`src/rtl/lcd_pkg.sv`:
```
// Shared state codes, default panel timing and backlight step helpers for the LCD power sequencer.
package lcd_pkg;

  localparam logic [2:0] ST_OFF  = 3'd0;
  localparam logic [2:0] ST_RST  = 3'd1;
  localparam logic [2:0] ST_WAKE = 3'd2;
  localparam logic [2:0] ST_PRE  = 3'd3;
  localparam logic [2:0] ST_RAMP = 3'd4;
  localparam logic [2:0] ST_ON   = 3'd5;
  localparam logic [2:0] ST_DOWN = 3'd6;
  localparam logic [2:0] ST_POST = 3'd7;

  typedef enum logic [2:0] {
    S_OFF  = ST_OFF,
    S_RST  = ST_RST,
    S_WAKE = ST_WAKE,
    S_PRE  = ST_PRE,
    S_RAMP = ST_RAMP,
    S_ON   = ST_ON,
    S_DOWN = ST_DOWN,
    S_POST = ST_POST
  } lcd_state_e;

  localparam logic [23:0] DEF_T_RST   = 24'd120000;
  localparam logic [23:0] DEF_T_WAKE  = 24'd600000;
  localparam int unsigned DEF_N_PRE   = 4;
  localparam int unsigned DEF_N_POST  = 2;
  localparam logic [7:0]  DEF_BL_STEP = 8'd16;
  localparam logic [7:0]  DEF_BL_MAX  = 8'd255;

  // 9-bit sum so a step past the limit saturates instead of wrapping.
  function automatic logic [7:0] bl_up(input logic [7:0] duty,
                                       input logic [7:0] step,
                                       input logic [7:0] lim);
    logic [8:0] sum;
    sum = {1'b0, duty} + {1'b0, step};
    return (sum >= {1'b0, lim}) ? lim : sum[7:0];
  endfunction

  function automatic logic [7:0] bl_dn(input logic [7:0] duty,
                                       input logic [7:0] step);
    return (duty > step) ? (duty - step) : 8'd0;
  endfunction

endpackage

```
`src/rtl/lcd_bl_pwm.sv`:
```
// Backlight PWM: free-running 8-bit counter compared against duty; output is a flop.
module lcd_bl_pwm (
  input  logic       CLK_SYS,
  input  logic       rst,
  input  logic [7:0] duty_i,
  output logic       pwm_o
);

  logic [7:0] pwm_cnt_q, pwm_cnt_d;
  logic       pwm_q, pwm_d;

  assign pwm_cnt_d = pwm_cnt_q + 8'd1;
  assign pwm_d     = (pwm_cnt_q < duty_i);

  always_ff @(posedge CLK_SYS or negedge rst) begin
    if (!rst) begin
      pwm_cnt_q <= 8'd0;
      pwm_q     <= 1'b0;
    end else begin
      pwm_cnt_q <= pwm_cnt_d;
      pwm_q     <= pwm_d;
    end
  end

  assign pwm_o = pwm_q;

endmodule

```
`src/rtl/lcd_pwr_seq.sv`:
```
// LCD panel power sequencer: reset/wake delays, frame-counted timing lead-in/out and backlight ramp.
// All outputs come straight from flops; every control output is registered from the next state.
module lcd_pwr_seq
  import lcd_pkg::*;
#(
  parameter logic [23:0] T_RST   = DEF_T_RST,
  parameter logic [23:0] T_WAKE  = DEF_T_WAKE,
  parameter int unsigned N_PRE   = DEF_N_PRE,
  parameter int unsigned N_POST  = DEF_N_POST,
  parameter logic [7:0]  BL_STEP = DEF_BL_STEP,
  parameter logic [7:0]  BL_MAX  = DEF_BL_MAX
) (
  input  logic       CLK_SYS,
  input  logic       rst,
  input  logic       en,
  input  logic       vsync_n,
  output logic       lcd_rst_n,
  output logic       timing_en,
  output logic       bl_pwm,
  output logic       ready,
  output logic [2:0] state
);

  localparam logic [7:0] PRE_LAST  = (N_PRE  == 0) ? 8'd0 : 8'(N_PRE  - 1);
  localparam logic [7:0] POST_LAST = (N_POST == 0) ? 8'd0 : 8'(N_POST - 1);

  lcd_state_e  state_q, state_d;
  logic [23:0] dly_q, dly_d;
  logic [7:0]  frm_q, frm_d;
  logic [7:0]  duty_q, duty_d;
  logic        lcd_rst_n_q, lcd_rst_n_d;
  logic        timing_en_q, timing_en_d;
  logic        ready_q, ready_d;
  logic        vs_cur_q, vs_prev_q;
  logic        tick;
  logic [7:0]  duty_up, duty_dn;

  // Two-flop vsync history; one tick per falling edge.
  assign tick    = vs_prev_q & ~vs_cur_q;
  assign duty_up = bl_up(duty_q, BL_STEP, BL_MAX);
  assign duty_dn = bl_dn(duty_q, BL_STEP);

  always_comb begin
    state_d = state_q;
    dly_d   = dly_q;
    frm_d   = frm_q;
    duty_d  = duty_q;
    case (state_q)
      S_OFF: begin
        if (en) state_d = S_RST;
      end
      S_RST: begin
        if (!en)                           state_d = S_OFF;
        else if (dly_q == T_RST - 24'd1)   state_d = S_WAKE;
        else                               dly_d   = dly_q + 24'd1;
      end
      S_WAKE: begin
        if (!en)                           state_d = S_OFF;
        else if (dly_q == T_WAKE - 24'd1)  state_d = S_PRE;
        else                               dly_d   = dly_q + 24'd1;
      end
      S_PRE: begin
        if (!en)              state_d = S_OFF;
        else if (N_PRE == 0)  state_d = S_RAMP;
        else if (tick) begin
          if (frm_q == PRE_LAST) state_d = S_RAMP;
          else                   frm_d   = frm_q + 8'd1;
        end
      end
      S_RAMP: begin
        // Abort keeps the current duty so the ramp-down starts from where we are.
        if (!en) state_d = S_DOWN;
        else if (tick) begin
          duty_d = duty_up;
          if (duty_up == BL_MAX) state_d = S_ON;
        end
      end
      S_ON: begin
        if (!en) state_d = S_DOWN;
      end
      S_DOWN: begin
        if (duty_q == 8'd0) state_d = S_POST;
        else if (tick) begin
          duty_d = duty_dn;
          if (duty_dn == 8'd0) state_d = S_POST;
        end
      end
      S_POST: begin
        if (N_POST == 0) state_d = S_OFF;
        else if (tick) begin
          if (frm_q == POST_LAST) state_d = S_OFF;
          else                    frm_d   = frm_q + 8'd1;
        end
      end
      default: state_d = S_OFF;
    endcase

    // Counters restart on every state entry, so a tick on the transition cycle is not counted twice.
    if (state_d != state_q) begin
      dly_d = 24'd0;
      frm_d = 8'd0;
    end
    if (!(state_d inside {S_RAMP, S_ON, S_DOWN})) duty_d = 8'd0;

    lcd_rst_n_d = !(state_d inside {S_OFF, S_RST});
    timing_en_d = state_d inside {S_PRE, S_RAMP, S_ON, S_DOWN, S_POST};
    ready_d     = (state_d == S_ON);
  end

  always_ff @(posedge CLK_SYS or negedge rst) begin
    if (!rst) begin
      state_q     <= S_OFF;
      dly_q       <= 24'd0;
      frm_q       <= 8'd0;
      duty_q      <= 8'd0;
      lcd_rst_n_q <= 1'b0;
      timing_en_q <= 1'b0;
      ready_q     <= 1'b0;
      vs_cur_q    <= 1'b1;
      vs_prev_q   <= 1'b1;
    end else begin
      state_q     <= state_d;
      dly_q       <= dly_d;
      frm_q       <= frm_d;
      duty_q      <= duty_d;
      lcd_rst_n_q <= lcd_rst_n_d;
      timing_en_q <= timing_en_d;
      ready_q     <= ready_d;
      vs_cur_q    <= vsync_n;
      vs_prev_q   <= vs_cur_q;
    end
  end

  lcd_bl_pwm u_bl_pwm (
    .CLK_SYS (CLK_SYS),
    .rst     (rst),
    .duty_i  (duty_q),
    .pwm_o   (bl_pwm)
  );

  assign lcd_rst_n = lcd_rst_n_q;
  assign timing_en = timing_en_q;
  assign ready     = ready_q;
  assign state     = state_q;

endmodule

```
`config.mk`:
```
export PLATFORM = sky130hd
export DESIGN_NAME = lcd_pwr_seq
export DESIGN_NICKNAME = d
export VERILOG_FILES = /design/src/rtl/lcd_pkg.sv /design/src/rtl/lcd_bl_pwm.sv /design/src/rtl/lcd_pwr_seq.sv
export SDC_FILE = /design/constraint.sdc
export NUM_CORES = 1
export LEC_CHECK = 0
export BUFFER_PORTS_ARGS = -buffer_cell sky130_fd_sc_hd__buf_2
export CAP_MARGIN = 20
export CORE_ASPECT_RATIO = 0.6
export CORE_MARGIN = 8
export CORE_UTILIZATION = 60
export CTS_BUF_LIST = sky130_fd_sc_hd__clkbuf_4
export CTS_CLUSTER_DIAMETER = 150
export DETAILED_ROUTE_END_ITERATION = 10
export GPL_TIMING_DRIVEN = 0
export MAX_ROUTING_LAYER = met4
export PLACE_DENSITY = 0.77
export SETUP_SLACK_MARGIN = 0.05
export SLEW_MARGIN = 20
export SYNTH_ARGS = -nofsm -noshare
export SYNTH_HDL_FRONTEND = slang
export SYNTH_HIERARCHICAL = 1
export SYNTH_SLANG_ARGS = --single-unit
```
`constraint.sdc`:
```
create_clock -name CLK_SYS -period 6.7 [get_ports CLK_SYS]
set_clock_uncertainty 0.15 [all_clocks]
set_input_delay 0.335 -clock CLK_SYS [delete_from_list [all_inputs] [get_ports CLK_SYS]]
set_output_delay 0.335 -clock CLK_SYS [all_outputs]
set_load 0.005 [all_outputs]
```
### Word-level counts from Yosys, hierarchy flattened

Index checks and enable logic that the tools add are counted.
W data, S select, Z words.

| operators by class | value |
|---|---|
| $add $sub $neg | 5 |
| multipliers | 0 |
| divide/modulo/power cells | 0 |
| magnitude comparators | 3 |
| eq/ne operators | 33 |
| shifts and indexed selects | 0 |
| muxes and demuxes | 39 |
| bitwise operators | 2 |
| reductions and logical operators | 13 |

Operators with widths:

| operator | number |
|---|---|
| $mux W24 | 5 |
| $mux W8 | 13 |
| $mux W3 | 17 |
| $pmux W24 S2 | 1 |
| $ne A3 B3 Y1 const B | 13 |
| $pmux W8 S2 | 2 |
| $add A24 B1 Y24 const B | 1 |
| $eq A24 B17 Y1 const B | 1 |
| $eq A24 B20 Y1 const B | 1 |
| $eq A3 B3 Y1 const B | 8 |
| $pmux W3 S8 | 1 |
| $add A8 B1 Y8 const B | 2 |
| $logic_not A8 Y1 | 2 |
| $reduce_and A5 Y1 | 2 |
| $add A8 B5 Y9 const B | 1 |
| $eq A3 B2 Y1 const B | 3 |
| $ge A9 B8 Y1 const B | 1 |
| $reduce_bool A3 Y1 | 3 |
| $eq A8 B1 Y1 const B | 1 |
| $eq A8 B2 Y1 const B | 1 |
| $eq A8 B8 Y1 const B | 1 |
| $gt A8 B5 Y1 const B | 1 |
| $lt A8 B8 Y1 | 1 |
| $sub A8 B5 Y8 const B | 1 |
| 10 further kinds | 12 |

| storage, ports and cells | value |
|---|---|
| flip-flop bits (word level) | 57 |
| bits in latches | 0 |
| memory bits (writable) | 0 |
| bits in read-only memories | 0 |
| input port bits | 4 |
| output and inout port bits | 7 |
| logic and storage cells | 106 |
| memories | 0 |

### Longest topological paths before layout

| logic depth | value |
|---|---|
| word-level depth | 12 |
| depth in mapped cells | 12 |
| gate-level depth less buffers | 9 |

### By module

Netlist, hierarchy kept.

Modules (own cells, without submodules):

| module | times used | cells each | area an instance (µm²) | sequential area each (µm²) |
|---|---|---|---|---|
| lcd_pwr_seq | 1 | 315 | 2916.5 | 1203.7 |
| lcd_bl_pwm | 1 | 52 | 519.2 | 225.2 |

### Worst setup path before layout

Ideal clock, no wire load.

| path | value |
|---|---|
| path kind | register to register |
| start point | register duty_q[5] |
| end point | register frm_q[3] |
| data arrival time | 2693 ps |
| data required time | 6473 ps |
| setup slack | 3780 ps |
| stages on the path, launching flop included | 9 |
| buffers on the path | 1 |
| cells stage by stage | dfrtp_1 ha_1 or4b_1 a311oi_2 o21bai_1 and4_2 buf_4 or4_1 a21oi_1 |

| between the ends | value |
|---|---|
| word-level cells in the longest chain between the ends | 11 |

RTL lines:

| what | line | source |
|---|---|---|
| from (decl) | lcd_pwr_seq.sv:30 | `logic [7:0] duty_q, duty_d;` |
| from (signal assigned) | lcd_pwr_seq.sv:125 | `duty_q <= duty_d;` |
| $add A8 B5 Y9 | lcd_pkg.sv:36 | `sum = {1'b0, duty} + {1'b0, step};` |
| $ge A9 B8 Y1 | lcd_pkg.sv:37 | `return (sum >= {1'b0, lim}) ? lim : sum[7:0];` |
| $mux W8 | lcd_pkg.sv:37 |  |
| $eq A8 B8 Y1 | lcd_pwr_seq.sv:75 | `if (duty_up == BL_MAX) state_d = S_ON;` |
| $mux W3 | lcd_pwr_seq.sv:75 |  |
| $mux W3 | lcd_pwr_seq.sv:73 | `else if (tick) begin` |
| $mux W3 | lcd_pwr_seq.sv:72 | `if (!en) state_d = S_DOWN;` |
| $pmux W3 S8 * | lcd_pwr_seq.sv:48 | `case (state_q)` |
| $ne A3 B3 Y1 * | lcd_pwr_seq.sv:99 | `if (state_d != state_q) begin` |
| $ne A3 B3 Y1 (no source line) / $reduce_bool A3 Y1 (equally long branches) | -- |  |
| $reduce_and A6 Y1 (no source line) | -- |  |
| to (signal assigned) | lcd_pwr_seq.sv:124 | `frm_q <= frm_d;` |
| to (decl) | lcd_pwr_seq.sv:29 | `logic [7:0] frm_q, frm_d;` |

Mark *: on every way between the ends. The rest lies on a longest branch, timed or not.
A chain may end at the register's enable or synchronous reset.

### Worst setup path in the final report

| path | value |
|---|---|
| start point | register duty_q[4] |
| end point | register frm_q[3] |

The elaborated chain is that of the path after synthesis.

==> flow_metrics.py <==
metrics = {
    "global_route": {
        "grt.total_usage_pct": 20.5,
        "grt_max_degree": 58,
        "grt_pass1_wl_um": 13100,
        "antenna_found_initial": 0,
        "grt_pass1_vias": 2587,
        "globalRouteOverflowTotal": 0,
    },
    "sta": {
        "worstMarginPinSlew_ns": 1.07,
        "fmax_mhz": 299,
        "rsz0062_at_grt": "false",
        "fin_setup_tns_ns": 0,
        "setup_viol": 0,
        "relSlewSlack_pct": 28.3,
        "maxSlewViolCount": 0,
        "min_period_over_period_pct": 49.8,
        "min_period_ns": 3.34,
        "hold_viol": 0,
    },
    "routing": {
        "routedWlPerCell_um": 16.6,
        "route.detailed.drc": 0,
        "vias": 2906,
        "avgViaCountPerCell": 6.13,
        "ant_nets": 0,
        "initialDrtViolationCount": 223,
        "finalWirelength_um": 7890,
        "drt_first_pass_iters": 5,
    },
    "logic_synthesis": {
        "ys_ff_latch": 57,
        "async_flop_share_pct": 100,
        "avgSynthCellArea_um2": 9.36,
        "syn-instance-count": 367,
        "synthFlopType": "dfrtp_1",
        "synth_area_um2": 3440,
        "synth.distinct_cells": 65,
        "syn-num-nets": 386,
        "synth_seq_area_share_pct": 41.6,
        "synth_warnings": 6,
        "synth_edf_count": 0,
    },
    "worst_setup_path": {
        "critical_path.most_common_cell": "buf_4",
        "worstPathRequired_ns": 6.90,
        "path_delay_family": "compound AO/OA/AOI/OAI gates",
        "timing.critical_path.buf_inv": 3,
        "crit_fanout": 10,
        "end_kind": "flip-flop",
        "worstSetupPathType": "reg2reg",
        "cpPeakStageDelay_ns": 0.50,
        "cp_slowest_cell": "a2111oi_0",
        "crit_chain": "buf_4 > inv_1 > ha_1 > nand3_1 > a2111oi_0 > o32a_1 > a211oi_4 > and4_2 > buf_4 > or4_1 > a21oi_1",
        "cp-start-kind": "flip-flop",
        "arrival_ns": 3.54,
    },
    "place": {
        "gp_congestion": 0.944,
        "placed_cells": 456,
        "hpwl_um": 5650,
        "port_buffers": 9,
    },
    "outcome": {
        "outcome": "finished clean",
    },
    "pwr": {
        "intPower_uw": 474,
        "peakVddDrop_mv": 0.0919,
        "switching_power_uw": 183,
        "clkPwrFrac_pct": 39.3,
        "seqPwrFrac_pct": 53.3,
        "swShare_pct": 27.9,
        "p_per_area_nw_per_um2": 175,
        "leakage_nw": 1.55,
        "p_comb_share_pct": 7.4,
    },
    "floorplanning": {
        "core-area_um2": 5540,
        "die_y_um": 74.6,
        "num_rows": 21,
        "die_x_um": 114,
        "dieArea_um2": 8480,
        "start_util_pct": 62.0,
        "ios": 11,
    },
    "flow_run": {
        "drv_cap": 0,
    },
    "clock_tree": {
        "cts_tree": "done",
        "cts.sinks": 57,
        "cts.path.max_buffers": 2,
        "clk_pin_slew_ns": 0.11,
        "cts-root-buf": "clkbuf_4",
        "cts_resized": 0,
        "post_cts_buffers": 0,
        "numCtsBuffers": 9,
        "clk_latency_ns": 0.43,
        "cts_max_level": 3,
    },
    "cells_and_area": {
        "final_common_cell": "dfrtp_1",
        "syn_to_final_growth_pct": 9.50,
        "antenna_cells": 0,
        "layout-drive-gt1-share_pct": 15.0,
        "nFillCells": 447,
        "final_cell_mix": "dfrtp_1 (55), nor2_1 (46), nand3_1 (26), nand2_1 (22), a21oi_1 (21)",
        "finish.net_count": 408,
        "stdcell_count": 474,
    },
    "worst_hold_path": {
        "hp-class": "in2reg",
    },
}
## metrics by stage
stage	setup WS, ns	util, %	cell area [um2]	power [mW]	hold WS [ns]
final	3.36	67.9	3760	0.658	0.190
after global routing	3.24	67.9	3760	0.680	0.198
after CTS	3.39	67.5	3740	0.660	0.160
after detailed placement	3.40	64.6	3580	0.404	0.221
after global placement	3.53	64.6	3580	0.402	0.211
after floorplan	3.78	-	3440	0.385	-0.111
## routing by layer
metal,vias up,GRT usage [%],wire (um)
met5,-,-,0
met2,111,26.9,3160
met4,0,7.62,102
met3,10,5.44,609
li1,1380,-,-
met1,1405,29.1,4010
## registers in the layout (all words and copies together) (netlist names)
register,flops
vs_cur_q,1
vs_prev_q,1
lcd_rst_n,1
u_bl_pwm/pwm_cnt_q,8
ready,1
state,3
frm_q,8
dly_q,24
timing_en,1
u_bl_pwm/pwm_o,1
duty_q,8
## power by group through the flow
| stage | combinational (mW) | sequential [mW] | clock (mW) |
|---|---|---|---|
| after detailed placement | 0.0464 | 0.357 | 0 |
| after global routing | 0.0533 | 0.351 | 0.275 |
| after CTS | 0.0475 | 0.351 | 0.262 |
| final | 0.0485 | 0.351 | 0.258 |
| after floorplan | 0.0280 | 0.357 | 0 |
| after global placement | 0.0449 | 0.357 | 0 |
## cell families (layout without fill, tap and decap cells)
logic type | after synthesis | after routing | share of synthesized area [%]
simple gates | 164 | 164 | 26.1
mux | 1 | 1 | 0.291
fa+ha+maj | 15 | 15 | 5.46
flops | 57 | 57 | 41.6
xor+xnor | 32 | 32 | 8.16
compound gates | 65 | 65 | 13.8
buf+inv | 33 | 60 | 4.52
## worst paths after layout
check | from | end | slack, ns | cells past startpoint
min in group asynchronous | rst | dly_q[21] | 0.35 | 2
min reg2reg | vs_cur_q | vs_prev_q | 0.24 | 0
max in group asynchronous | rst | dly_q[12] | 5.57 | 2
max reg2reg | duty_q[4] | frm_q[3] | 3.36 | 11
max | duty_q[4] | frm_q[3] | 3.36 | 11
min | en | timing_en | 0.19 | 3
## synth_stat cells (8+ instances only)
| library cell | number | area [um2] |
|---|---|---|
| dfrtp_1 | 55 | 1380 |
| nor2_1 | 46 | 173 |
| nand3_1 | 26 | 130 |
| nand2_1 | 22 | 82.6 |
| a21oi_1 | 21 | 105 |
| xor2_1 | 20 | 175 |
| inv_1 | 19 | 71.3 |
| ha_1 | 15 | 188 |
| xnor2_1 | 12 | 105 |
| nand4_1 | 11 | 68.8 |
| o21ai_0 | 9 | 45.0 |
| or4_1 | 8 | 60.1 |
## worst min-delay path, delay by kind of cell
kind                   cells  cell delay, ns
AO/OA/AOI/OAI              1            0.13
buffers and inverters      1            0.20
AND/OR/NAND/NOR            1            0.06
## area by class of cell
| type | count | area (um2) | share of cell area, % |
|---|---|---|---|
| buffer | 14 | 83.8 | 2.23 |
| clock buffer | 9 | 67.6 | 1.80 |
| clock inverter | 7 | 71.3 | 1.90 |
| inverter | 19 | 71.3 | 1.90 |
| multi-input combinational | 277 | 1870 | 49.8 |
| sequential | 57 | 1430 | 38.0 |
| tap | 80 | 100 | 2.66 |
| timing repair buffer | 11 | 67.6 | 1.80 |
## timing repair
item                                    CTS  global route
endpoints found under the setup margin    0             0
endpoints found under the hold margin    56             0
hold buffers                              2             0
Note: power is estimated with default switching activity, not from simulation.
